<file path="src/rtl/alarm_ctrl.sv">
// rtl/alarm_ctrl.sv - alarm compare, ring/snooze sequencing and alarm time registers
module alarm_ctrl #(
    parameter int unsigned SNOOZE_SECS = 300,
    parameter int unsigned RING_SECS   = 60,
    parameter int unsigned MAX_SNOOZES = 3
) (
    input  logic       clk,
    input  logic       reset,
    input  logic       tick_1hz,
    input  logic [5:0] hours_i,
    input  logic [5:0] mins_i,
    input  logic [5:0] secs_i,
    input  logic       set_en,
    input  logic [5:0] set_hours_i,
    input  logic [5:0] set_mins_i,
    input  logic       alarm_en,
    input  logic       snooze,
    input  logic       stop,
    output logic       ringing,
    output logic [5:0] alarm_hours_o,
    output logic [5:0] alarm_mins_o,
    output logic [1:0] state_o,
    output logic [2:0] snoozes_left_o
);

    localparam logic [9:0] RING_LIMIT   = 10'(RING_SECS);
    localparam logic [9:0] SNOOZE_LIMIT = 10'(SNOOZE_SECS);
    localparam logic [2:0] SNOOZES_INIT = 3'(MAX_SNOOZES);

    typedef enum logic [1:0] {
        ST_DISABLED = 2'b00,
        ST_ARMED    = 2'b01,
        ST_RINGING  = 2'b10,
        ST_SNOOZED  = 2'b11
    } state_t;

    state_t     state_q, state_d;
    logic [8:0] ring_cnt_q, ring_cnt_d;
    logic [8:0] snooze_cnt_q, snooze_cnt_d;
    logic [2:0] snoozes_left_q, snoozes_left_d;
    logic [9:0] ring_cnt_inc, snooze_cnt_inc;
    logic       match;
    logic       set_valid;

    // Counters are compared one bit wider so the +1 can never alias back to zero.
    assign ring_cnt_inc   = {1'b0, ring_cnt_q} + 10'd1;
    assign snooze_cnt_inc = {1'b0, snooze_cnt_q} + 10'd1;
    assign match = tick_1hz && (hours_i == alarm_hours_o) && (mins_i == alarm_mins_o)
                   && (secs_i == 6'd0);
    assign set_valid = set_en && (set_hours_i <= 6'd23) && (set_mins_i <= 6'd59);

    always_comb begin
        state_d        = state_q;
        ring_cnt_d     = ring_cnt_q;
        snooze_cnt_d   = snooze_cnt_q;
        snoozes_left_d = snoozes_left_q;
        if (!alarm_en) begin
            state_d = ST_DISABLED;
        end else begin
            case (state_q)
                ST_DISABLED: state_d = ST_ARMED;
                ST_ARMED: begin
                    if (match) begin
                        state_d        = ST_RINGING;
                        ring_cnt_d     = 9'd0;
                        snoozes_left_d = SNOOZES_INIT;
                    end
                end
                ST_RINGING: begin
                    if (stop) begin
                        state_d        = ST_ARMED;
                        snoozes_left_d = 3'd0;
                    end else if (snooze && (snoozes_left_q != 3'd0)) begin
                        state_d        = ST_SNOOZED;
                        snoozes_left_d = snoozes_left_q - 3'd1;
                        snooze_cnt_d   = 9'd0;
                    end else if (tick_1hz) begin
                        if (ring_cnt_inc >= RING_LIMIT) begin
                            state_d        = ST_ARMED;
                            snoozes_left_d = 3'd0;
                        end else begin
                            ring_cnt_d = ring_cnt_inc[8:0];
                        end
                    end
                end
                ST_SNOOZED: begin
                    if (stop) begin
                        state_d        = ST_ARMED;
                        snoozes_left_d = 3'd0;
                    end else if (tick_1hz) begin
                        if (snooze_cnt_inc >= SNOOZE_LIMIT) begin
                            state_d    = ST_RINGING;
                            ring_cnt_d = 9'd0;
                        end else begin
                            snooze_cnt_d = snooze_cnt_inc[8:0];
                        end
                    end
                end
                default: state_d = ST_DISABLED;
            endcase
        end
    end

    always_ff @(posedge clk or negedge reset) begin
        if (!reset) begin
            state_q        <= ST_DISABLED;
            ring_cnt_q     <= 9'd0;
            snooze_cnt_q   <= 9'd0;
            snoozes_left_q <= 3'd0;
            ringing        <= 1'b0;
        end else begin
            state_q        <= state_d;
            ring_cnt_q     <= ring_cnt_d;
            snooze_cnt_q   <= snooze_cnt_d;
            snoozes_left_q <= snoozes_left_d;
            ringing        <= (state_d == ST_RINGING);
        end
    end

    // Alarm time writes are accepted in every state; out-of-range values are dropped.
    always_ff @(posedge clk or negedge reset) begin
        if (!reset) begin
            alarm_hours_o <= 6'd0;
            alarm_mins_o  <= 6'd0;
        end else if (set_valid) begin
            alarm_hours_o <= set_hours_i;
            alarm_mins_o  <= set_mins_i;
        end
    end

    assign state_o        = state_q;
    assign snoozes_left_o = snoozes_left_q;

endmodule

</file>
<file path="config.mk">
export PLATFORM = sky130hd
export DESIGN_NAME = alarm_ctrl
export DESIGN_NICKNAME = d
export VERILOG_FILES = /design/src/rtl/alarm_ctrl.sv
export SDC_FILE = /design/constraint.sdc
export NUM_CORES = 1
export LEC_CHECK = 0
export BUFFER_PORTS_ARGS = -buffer_cell sky130_fd_sc_hd__buf_2
export CAP_MARGIN = 10
export CORE_ASPECT_RATIO = 1.1
export CORE_MARGIN = 3
export CORE_UTILIZATION = 48
export DETAILED_ROUTE_END_ITERATION = 7
export GPL_TIMING_DRIVEN = 0
export MAX_ROUTING_LAYER = met4
export PLACE_DENSITY = 0.73
export SYNTH_ARGS = -nofsm -noshare
export SYNTH_HDL_FRONTEND = slang
export SYNTH_SLANG_ARGS = --single-unit
</file>
<file path="constraint.sdc">
create_clock -name clk -period 3.3 [get_ports clk]
set_clock_uncertainty 0.1 [all_clocks]
set_input_delay 0.33 -clock clk [delete_from_list [all_inputs] [get_ports clk]]
set_output_delay 0.33 -clock clk [all_outputs]
set_load 0.1 [all_outputs]
</file>
==> flow_summary_export.csv, run 1 <==
group,metric,value,unit
synth,ys_top_cells_by_count,"nand2_1 (40), dfrtp_1 (36), o21ai_0 (13)",
clocking,insertion_delay,0.29,ns
worst_hold_path,worstHoldPathType,"in -> async",
synth,synth_top_area_share,41.7,%
synth,ys_ff_latch,36,
synth,syn_nets,275,
grt,grt_pass1_wl,8490,um
die,core_area,4140,um^2
grt,top_usage_layer,"met2",
grt,grt.overflow.total,0,
synth,yosysSeqAreaShare,41.7,%
placed_design,hpwl,3670,um
synth,synth_area_leaders,"dfrtp_1 (42%), nand2_1 (7.0%), xor2_1 (4.9%), o21ai_0 (3.0%), mux2_2 (2.6%)",
sta,setup_tns,0,ns
die,start_util,52.1,%
critical_path,worst_setup_path_end_kind,"flip-flop",
synth,synth_top_area_cell,"dfrtp_1",
sta,tightest_slew,0.793,ns
power_and_ir_drop,p_per_area,462,nW/um^2
synth,synthArstFlopShare,100,%
die,die-area,5340,um^2
critical_path,crit_required,3.38,ns
synth,synth_top_flop_cell,"dfrtp_1",
routing,antenna_left,0,
power_and_ir_drop,seq_power_share,40.3,%
critical_path,worstSetupPathType,"reg -> reg",
routing,drtIter0Drc,92,
status,status,"complete, no violations",
grt,grt_pass1_vias,1927,
clocking,cts_setup_buffers,0,
clocking,clkTransAtPathRegs,0.07,ns
clocking,hold_buffers,0,
critical_path,ff2ff_path_depth,9,
final_layout,diodes,0,
power_and_ir_drop,ir_drop,0.293,mV
power_and_ir_drop,netSwitchingFraction,34.6,%
synth,synth-edff-count,0,
clocking,h-tree-depth,2,
synth,syn_inst,234,
power_and_ir_drop,switching_power,419,uW
final_layout,final_nets,336,
sta,fmax,0.362,GHz
die,num_rows,24,
synth,ys_warn_count,0,
grt,use_met1,24.0,%
grt,use_met2,32.9,%
clocking,root_buffer,"clkbuf_8",
power_and_ir_drop,share_comb_of_total_power,24.4,%
routing,route.vias.total,1933,
critical_path,arrival,2.84,ns
grt,grt_usage,19.7,%
sta,final-setup-viol-count,0,
synth,syn-cell-area,2160,um^2
critical_path,cp-start-kind,"flip-flop",
die,dieHeight,76.4,um
routing,viasPerCell,5.55,
placed_design,port_buffers,54,
synth,yosysUniqueCellTypes,51,
run,maxCapViolCount,0,
clocking,cts_tree,"yes",
placed_design,place.gp.congestion,0.791,
routing,dr.pass1.iters,4,
grt,grt_max_degree,37,
power_and_ir_drop,clkPwrFrac,35.3,%
die,io_pins,55,
sta,slew_headroom,47.1,%
sta,finalCritPeriodShare,83.6,%
sta,period_minus_slack,2.76,ns
critical_path,worstPathMaxFanout,10,
clocking,numCtsBuffers,5,
power_and_ir_drop,internal_power,791,uW
synth,avgSynthCellArea,9.23,um^2
final_layout,area_growth,21.4,%
routing,drc_errors,0,
clocking,cts_max_path_buffers,2,
clocking,clock_sinks,36,
routing,wl_per_cell,14.0,um
sta,rsz0062_at_grt,"no",
synth,synth_most_common_cell,"nand2_1",
grt,met3_usage,4.22,%
die,die_w,70.0,um
clocking,cts_resized,0,
routing,drt_wl_total,4880,um
power_and_ir_drop,leakage,1.31,nW
final_layout,fin_util,63.3,%
sta,hold_violations,0,
grt,antenna_found_initial,0,
sta,slew_viol_final,0,
final_layout,drive_above_1_share,28.4,%
-- path summary, 6_finish.rpt --
check                                  from               end  slack, ns
max in group asynchronous             reset   alarm_mins_o[4]       2.57
min in group clk             set_hours_i[1]  alarm_hours_o[1]       0.12
max reg2reg                 snooze_cnt_q[0]   snooze_cnt_q[0]       0.54
max                         snooze_cnt_q[0]   snooze_cnt_q[0]       0.54
min reg2reg                alarm_hours_o[2]  alarm_hours_o[2]       0.43
min                                   reset   snooze_cnt_q[1]       0.02
-- per-stage QoR --
stage / setup WS, ns / area, um^2 / hold WS (ns) / cells / power (mW)
2_1_floorplan: 0.758 / 2160 / -0.0656 / 234 / 0.716
3_3_place_gp: 0.554 / 2490 / 0.369 / 340 / 0.790
3_5_place_dp: 0.525 / 2490 / 0.376 / 340 / 0.793
4_1_cts: 0.516 / 2620 / 0.0599 / 348 / 1.22
5_1_grt: 0.305 / 2620 / 0.0990 / 348 / 1.26
6_report: 0.540 / 2620 / 0.0188 / 348 / 1.21
-- area by class of cell --
cell class,count,area (um^2)
plain buffers,5,21.3
clock buffers,7,96.3
clock inverters,1,30.0
fillers,378,1520
inverters,10,37.5
multi-input cells,183,1200
flip-flops and latches,36,901
well taps,52,65.1
repair buffers,54,270
-- power groups by stage --
| stage | clock network, mW | logic (mW) | registers, mW |
|---|---|---|---|
| after global placement | 0 | 0.295 | 0.496 |
| final | 0.427 | 0.295 | 0.488 |
| after detailed placement | 0 | 0.298 | 0.495 |
| after floorplan | 0 | 0.0534 | 0.663 |
| after CTS | 0.437 | 0.297 | 0.488 |
| after global routing | 0.456 | 0.311 | 0.492 |
-- worst max-delay path: stages (launching register included) --
cell and delay, ns:
dfrtp_1 0.42, ha_1 0.20, buf_2 0.17, a211o_1 0.30, a221oi_1 0.23, a211oi_1 0.09, a311oi_1 0.32, buf_2 0.26
a21oi_1 0.21, mux2_2 0.34
-- flip-flops by register name, summed over array words and instances, names as in the netlist --
name,flops
ringing,1
alarm_hours_o,6
snoozes_left_o,3
state_o,2
alarm_mins_o,6
ring_cnt_q,9
snooze_cnt_q,9
-- routing by layer --
layer / vias up / part of all wire (%) / wire, um
met5: - / 0 / 0
met4: 0 / 1.4 / 70
met3: 8 / 6.7 / 325
met2: 67 / 47 / 2280
met1: 877 / 45 / 2200
li1: 981 / - / -
-- logic make-up after synthesis --
logic type / count (synthesis) / synth area share (%)
AOI/OAI and AO/OA: 53 / 18.8
xor gates and xnor gates: 12 / 4.87
adders and majority gates: 4 / 2.32
buffers and inverters: 15 / 2.72
DFF: 36 / 41.7
muxes: 6 / 3.07
and+or+nand+nor: 108 / 26.5
-- placed cells by master, fill, tap and decap left out, types with 5 or more instances in the layout --
cell      instances
and2_1            5
and3_1            8
buf_2            56
clkbuf_8          7
dfrtp_1          36
inv_1            10
mux2_2            5
nand2_1          40
nand2b_1          5
nand3_1           5
nand4_1           6
nor2_1            6
nor3_1            7
o21ai_0          13
o31ai_1           5
xor2_1           12
Note: power is estimated with default switching activity, not from simulation.
==> inputs of run 2 (changes only) <==
Clock period 3.3 ns to 2.6 ns, I/O delays scaled along.
==> flow_summary_export.csv, run 2 (synthesis results as in run 1) <==
group,metric,value,unit
grt,antenna_found_initial,0,
grt,grt_pass1_vias,1924,
critical_path,worstPathMaxFanout,6,
die,start_util,52.1,%
critical_path,worst_setup_path_end_kind,"flip-flop",
sta,whs,0.0542,ns
clocking,clkTransAtPathRegs,0.08,ns
clocking,clock_sinks,36,
routing,wl_per_cell,14.4,um
die,dieHeight,76.4,um
critical_path,worstSetupPathType,"reg -> reg",
sta,finalCritPeriodShare,96.9,%
routing,route.vias.total,1997,
final_layout,fin_area,2750,um^2
die,core_area,4140,um^2
worst_hold_path,worstHoldStart,"set_hours_i[1]",
worst_hold_path,worstHoldPathType,"in -> reg",
clocking,h-tree-depth,2,
critical_path,cp_slowest_stage_delay,0.47,ns
routing,drt_wl_total,5150,um
grt,grt_usage,19.8,%
critical_path,crit_required,2.68,ns
status,status,"complete, no violations",
power_and_ir_drop,seq_power_share,40.0,%
die,die-area,5340,um^2
clocking,cts_tree,"yes",
final_layout,final_nets,345,
clocking,insertion_delay,0.29,ns
sta,period_minus_slack,2.52,ns
critical_path,slowest_stage,"a2111o_1",
sta,final-setup-viol-count,0,
critical_path,path_cells,"ha_2, nand2b_1, or4_1, nand2_2, a41oi_2, a2111o_1, mux2_4",
final_layout,area_growth,27.5,%
die,num_rows,24,
grt,grt_pass1_wl,8530,um
placed_design,dpl_cell_area,2490,um^2
placed_design,place.gp.congestion,0.791,
routing,drc_errors,0,
power_and_ir_drop,leakage,1.36,nW
routing,antenna_left,0,
critical_path,arrival,2.60,ns
final_layout,diodes,0,
final_layout,drive_above_1_share,33.4,%
sta,slew_viol_final,0,
critical_path,crit_family,"simple AND/OR/NAND/NOR gates",
final_layout,nFillCells,361,
sta,slew_headroom,47.4,%
power_and_ir_drop,clkPwrFrac,35.2,%
final_layout,largest_registers,"ring_cnt_q (9), snooze_cnt_q (9)",
sta,rsz0062_at_grt,"yes",
clocking,numCtsBuffers,5,
power_and_ir_drop,share_comb_of_total_power,24.8,%
clocking,root_buffer,"clkbuf_8",
clocking,cts_max_path_buffers,2,
placed_design,port_buffers,54,
power_and_ir_drop,netSwitchingFraction,34.8,%
die,die_w,70.0,um
sta,hold_violations,0,
critical_path,rrSetupSlack,0.08,ns
critical_path,critical_path_buf_inv_count,0,
sta,tightest_slew,0.789,ns
placed_design,hpwl,3670,um
sta,fmax,0.397,GHz
critical_path,r2r-start,"ring_cnt_q[0]",
routing,drtIter0Drc,104,
power_and_ir_drop,switching_power,538,uW
final_layout,final_common_cell,"buf_2",
grt,grt_max_degree,37,
run,maxCapViolCount,0,
grt,grt.overflow.total,0,
power_and_ir_drop,internal_power,1.01,mW
critical_path,cp-start-kind,"flip-flop",
power_and_ir_drop,ir_drop,0.376,mV
routing,dr.pass1.iters,4,
final_layout,layout_common_cells,"buf_2 (54), nand2_1 (39), dfrtp_1 (35), o21ai_0 (13), xor2_1 (12)",
critical_path,startpoint,"ring_cnt_q[0]",
die,io_pins,55,
routing,viasPerCell,5.59,
power_and_ir_drop,p_per_area,562,nW/um^2
==> run 2: cell types whose count changed in the layout (fill, tap and decap cells not counted), moves of 2 or more <==
cell      change
ha_1          -2
buf_4         +8
ha_2          +2
a311oi_1      -2
buf_2         -2
a311oi_2      +2
==> run 2: path summary, 6_finish.rpt <==
kind / endpoint / depth (start not counted)
min in group asynchronous: snooze_cnt_q[1] / 2
setup / recovery: ring_cnt_q[0] / 7
setup reg to reg: ring_cnt_q[0] / 7
hold / removal: alarm_hours_o[1] / 3
hold reg to reg: alarm_hours_o[2] / 2
max in group asynchronous: ring_cnt_q[0] / 2
==> run 2: layout make-up <==
| type | instances | area [um^2] | share of cell area, % |
|---|---|---|---|
| multi-input combinational | 184 | 1260 | 45.7 |
| sequential | 36 | 902 | 32.8 |
| timing repair buffer | 62 | 333 | 12.1 |
| clock buffer | 7 | 96.3 | 3.50 |
| tap | 52 | 65.1 | 2.36 |
| inverter | 10 | 37.5 | 1.36 |
| clock inverter | 1 | 30.0 | 1.09 |
| buffer | 5 | 30.0 | 1.09 |
==> run 2: what timing repair did <==
item,CTS,global route
hold endpoints to repair,36,0
buffers inserted,0,7
endpoints found under the setup margin,13,23
hold buffers,1,0
pin swaps,2,8
gates cloned,0,1
gates resized for setup,4,11
==> run 2: metrics by stage <==
stage          TNS, ns  util (%)  setup WS (ns)  power (mW)  instances
2_1_floorplan        0         -         0.0578       0.909        234
3_3_place_gp    -0.571      60.2         -0.146        1.00        340
3_5_place_dp    -0.761      60.2         -0.175        1.01        340
4_1_cts              0      63.7        0.00393        1.55        349
5_1_grt         -0.124      66.4        -0.0404        1.61        357
6_report             0      66.4         0.0794        1.55        357
==> run 2: power by group through the flow <==
| stage | Combinational [mW] | Clock [mW] | Sequential, mW |
|---|---|---|---|
| after floorplan | 0.0678 | 0 | 0.841 |
| after global placement | 0.374 | 0 | 0.629 |
| after detailed placement | 0.378 | 0 | 0.628 |
| after CTS | 0.380 | 0.554 | 0.619 |
| after global routing | 0.405 | 0.577 | 0.624 |
| final | 0.384 | 0.545 | 0.619 |
==> run 2: worst register-to-register path, stage by stage, from the launching register on <==
cell and delay (ns):
dfrtp_2 0.45, ha_2 0.23, nand2b_1 0.13, or4_1 0.45
nand2_2 0.13, a41oi_2 0.16, a2111o_1 0.47, mux2_4 0.29
==> run 2: layer usage <==
| metal | share of wire (%) | GRT usage [%] |
|---|---|---|
| met1 | 45 | 24.3 |
| met2 | 49 | 33.0 |
| met3 | 5.5 | 4.22 |
| met4 | 1.1 | 5.56 |
| met5 | 0 | - |
==> inputs of run 3 (changes only) <==
Settings changed: ABC_AREA set to 1, SLEW_MARGIN set to 20.
==> flow_summary_export.csv, run 3 <==
group,metric,value,unit
status,status,"complete, no violations",
die,die_w,71.7,um
power_and_ir_drop,power.total,1.55,mW
sta,setup_tns,0,ns
grt,grt_pass1_wl,8360,um
die,num_rows,25,
sta,rsz0062_at_grt,"no",
critical_path,worstPathMaxFanout,9,
final_layout,layout_common_cells,"nand2_1 (127), buf_2 (54), inv_1 (46), nor2_1 (37), dfrtp_1 (35)",
final_layout,largest_registers,"ring_cnt_q (9), snooze_cnt_q (9)",
placed_design,port_buffers,54,
sta,whs,0.0674,ns
critical_path,arrival,2.24,ns
critical_path,worstSetupPathType,"reg -> reg",
clocking,clkTransAtPathRegs,0.07,ns
critical_path,rrSetupSlack,0.43,ns
synth,synth_top_flop_cell,"dfrtp_1",
routing,wl_per_cell,10.7,um
synth,syn_nets,371,
die,dieHeight,78.2,um
power_and_ir_drop,p_per_area,569,nW/um^2
routing,drtIter0Drc,64,
critical_path,worst_setup_path_end_kind,"flip-flop",
synth,ys_top_cells_by_count,"nand2_1 (127), inv_1 (46), nor2_1 (37)",
worst_hold_path,worstHoldPathType,"in -> reg",
routing,viasPerCell,4.76,
grt,grt_pass1_vias,1943,
sta,hold_violations,0,
final_layout,final_common_cell,"nand2_1",
sta,fmax,0.461,GHz
final_layout,diodes,0,
synth,ys_ff_latch,36,
final_layout,final_nets,433,
sta,finalCritPeriodShare,83.4,%
placed_design,hpwl,3740,um
synth,ys_warn_count,0,
grt,antenna_found_initial,0,
placed_design,place.gp.congestion,0.873,
clocking,insertion_delay,0.28,ns
sta,period_minus_slack,2.17,ns
placed_design,dp_slack,0.408,ns
power_and_ir_drop,ir_drop,0.397,mV
synth,synth_area_leaders,"dfrtp_1 (40%), nand2_1 (21%), inv_1 (7.6%), nor2_1 (6.1%), o21ai_0 (3.7%)",
clocking,cts_resized,0,
clocking,root_buffer,"clkbuf_8",
final_layout,area_growth,19.6,%
grt,grt.overflow.total,0,
sta,slew_viol_final,0,
synth,yosysSeqAreaShare,39.6,%
die,core_area,4440,um^2
sta,slew_headroom,47.2,%
clocking,cts_setup_buffers,0,
synth,synthArstFlopShare,100,%
die,io_pins,55,
synth,syn-cell-area,2280,um^2
die,start_util,51.3,%
critical_path,cp-start-kind,"flip-flop",
sta,fin_ws,0.433,ns
routing,drt_wl_total,4780,um
critical_path,crit_required,2.68,ns
grt,grt_usage,18.8,%
synth,syn_inst,330,
routing,route.vias.total,2125,
synth,yosysUniqueCellTypes,30,
synth,synth_top_area_share,39.6,%
final_layout,drive_above_1_share,20.2,%
die,die-area,5610,um^2
routing,dr.pass1.iters,6,
synth,synth-edff-count,0,
synth,avgSynthCellArea,6.90,um^2
routing,antenna_left,0,
clocking,numCtsBuffers,5,
clocking,h-tree-depth,2,
clocking,clock_sinks,36,
clocking,cts_max_path_buffers,2,
clocking,hold_buffers,1,
grt,grt_max_degree,37,
sta,final-setup-viol-count,0,
routing,drc_errors,0,
synth,synth_top_area_cell,"dfrtp_1",
synth,synth_most_common_cell,"nand2_1",
power_and_ir_drop,leakage,1.54,nW
clocking,cts_tree,"yes",
run,maxCapViolCount,0,
sta,tightest_slew,0.792,ns
-- run 3: cell count changes in the layout (fill, tap and decap cells not counted), sizes merged, moves of 6 or more --
| cell | delta |
|---|---|
| a22o | -6 |
| and2 | -7 |
| and3 | -8 |
| buf | -9 |
| inv | +38 |
| nand2 | +90 |
| nand3 | +10 |
| nor2 | +37 |
| nor3 | -6 |
| xor2 | -6 |
-- run 3: worst max-delay path, stage by stage (launching register included) --
cell and delay (ns):
dfrtp_2 0.38, inv_1 0.06, ha_1 0.19, ha_1 0.17, or2_2 0.34, nor3_4 0.24, o21ai_1 0.21, inv_1 0.11
nand2_2 0.13, nand2_1 0.09, nand2_1 0.05
-- run 3: metrics by stage --
step           cell area [um^2]  util, %  std cells
3_5_place_dp               2620     58.9        438
3_3_place_gp               2620     58.9        438
5_1_grt                    2720     61.3        446
2_1_floorplan              2280        -        330
6_report                   2720     61.3        446
4_1_cts                    2720     61.3        446
-- run 3: final cells by class --
class | instances | area, um^2
inverters | 49 | 184
clock buffers | 7 | 96.3
flip-flops and latches | 36 | 902
multi-input cells | 244 | 1190
fillers | 403 | 1720
repair buffers | 55 | 280
plain buffers | 1 | 3.75
well taps | 54 | 67.6
-- run 3: final timing paths --
kind / startpoint / end / depth (start not counted)
max: snoozes_left_o[0] / snooze_cnt_q[7] / 10
min: set_hours_i[1] / alarm_hours_o[1] / 3
max reg2reg: snoozes_left_o[0] / snooze_cnt_q[7] / 10
min reg2reg: snooze_cnt_q[7] / snooze_cnt_q[7] / 2
max in group asynchronous: reset / snoozes_left_o[0] / 2
min in group asynchronous: reset / ring_cnt_q[6] / 2
-- run 3: report_power, final --
part / switching [mW] / total (mW) / internal [mW]
logic: 0.394 / 0.491 / 0.0969
clock network: 0.192 / 0.428 / 0.236
registers: 0.0307 / 0.630 / 0.599
-- run 3: cells by family after synthesis --
logic type / Yosys count / synth area share (%)
AO/OA/AOI/OAI: 28 / 6.70
buffers and inverters: 50 / 8.24
XOR/XNOR: 9 / 3.46
adder cells (fa/ha/maj): 4 / 2.20
flip-flops: 36 / 39.6
AND/OR/NAND/NOR: 203 / 39.8
-- run 3: per-layer routing --
layer | up-vias | global-route usage (%) | part of all wire, %
li1 | 1141 | - | -
met1 | 922 | 24.0 | 46
met2 | 57 | 30.0 | 47
met3 | 5 | 4.10 | 6.1
met4 | 0 | 5.83 | 1.3
met5 | - | - | 0
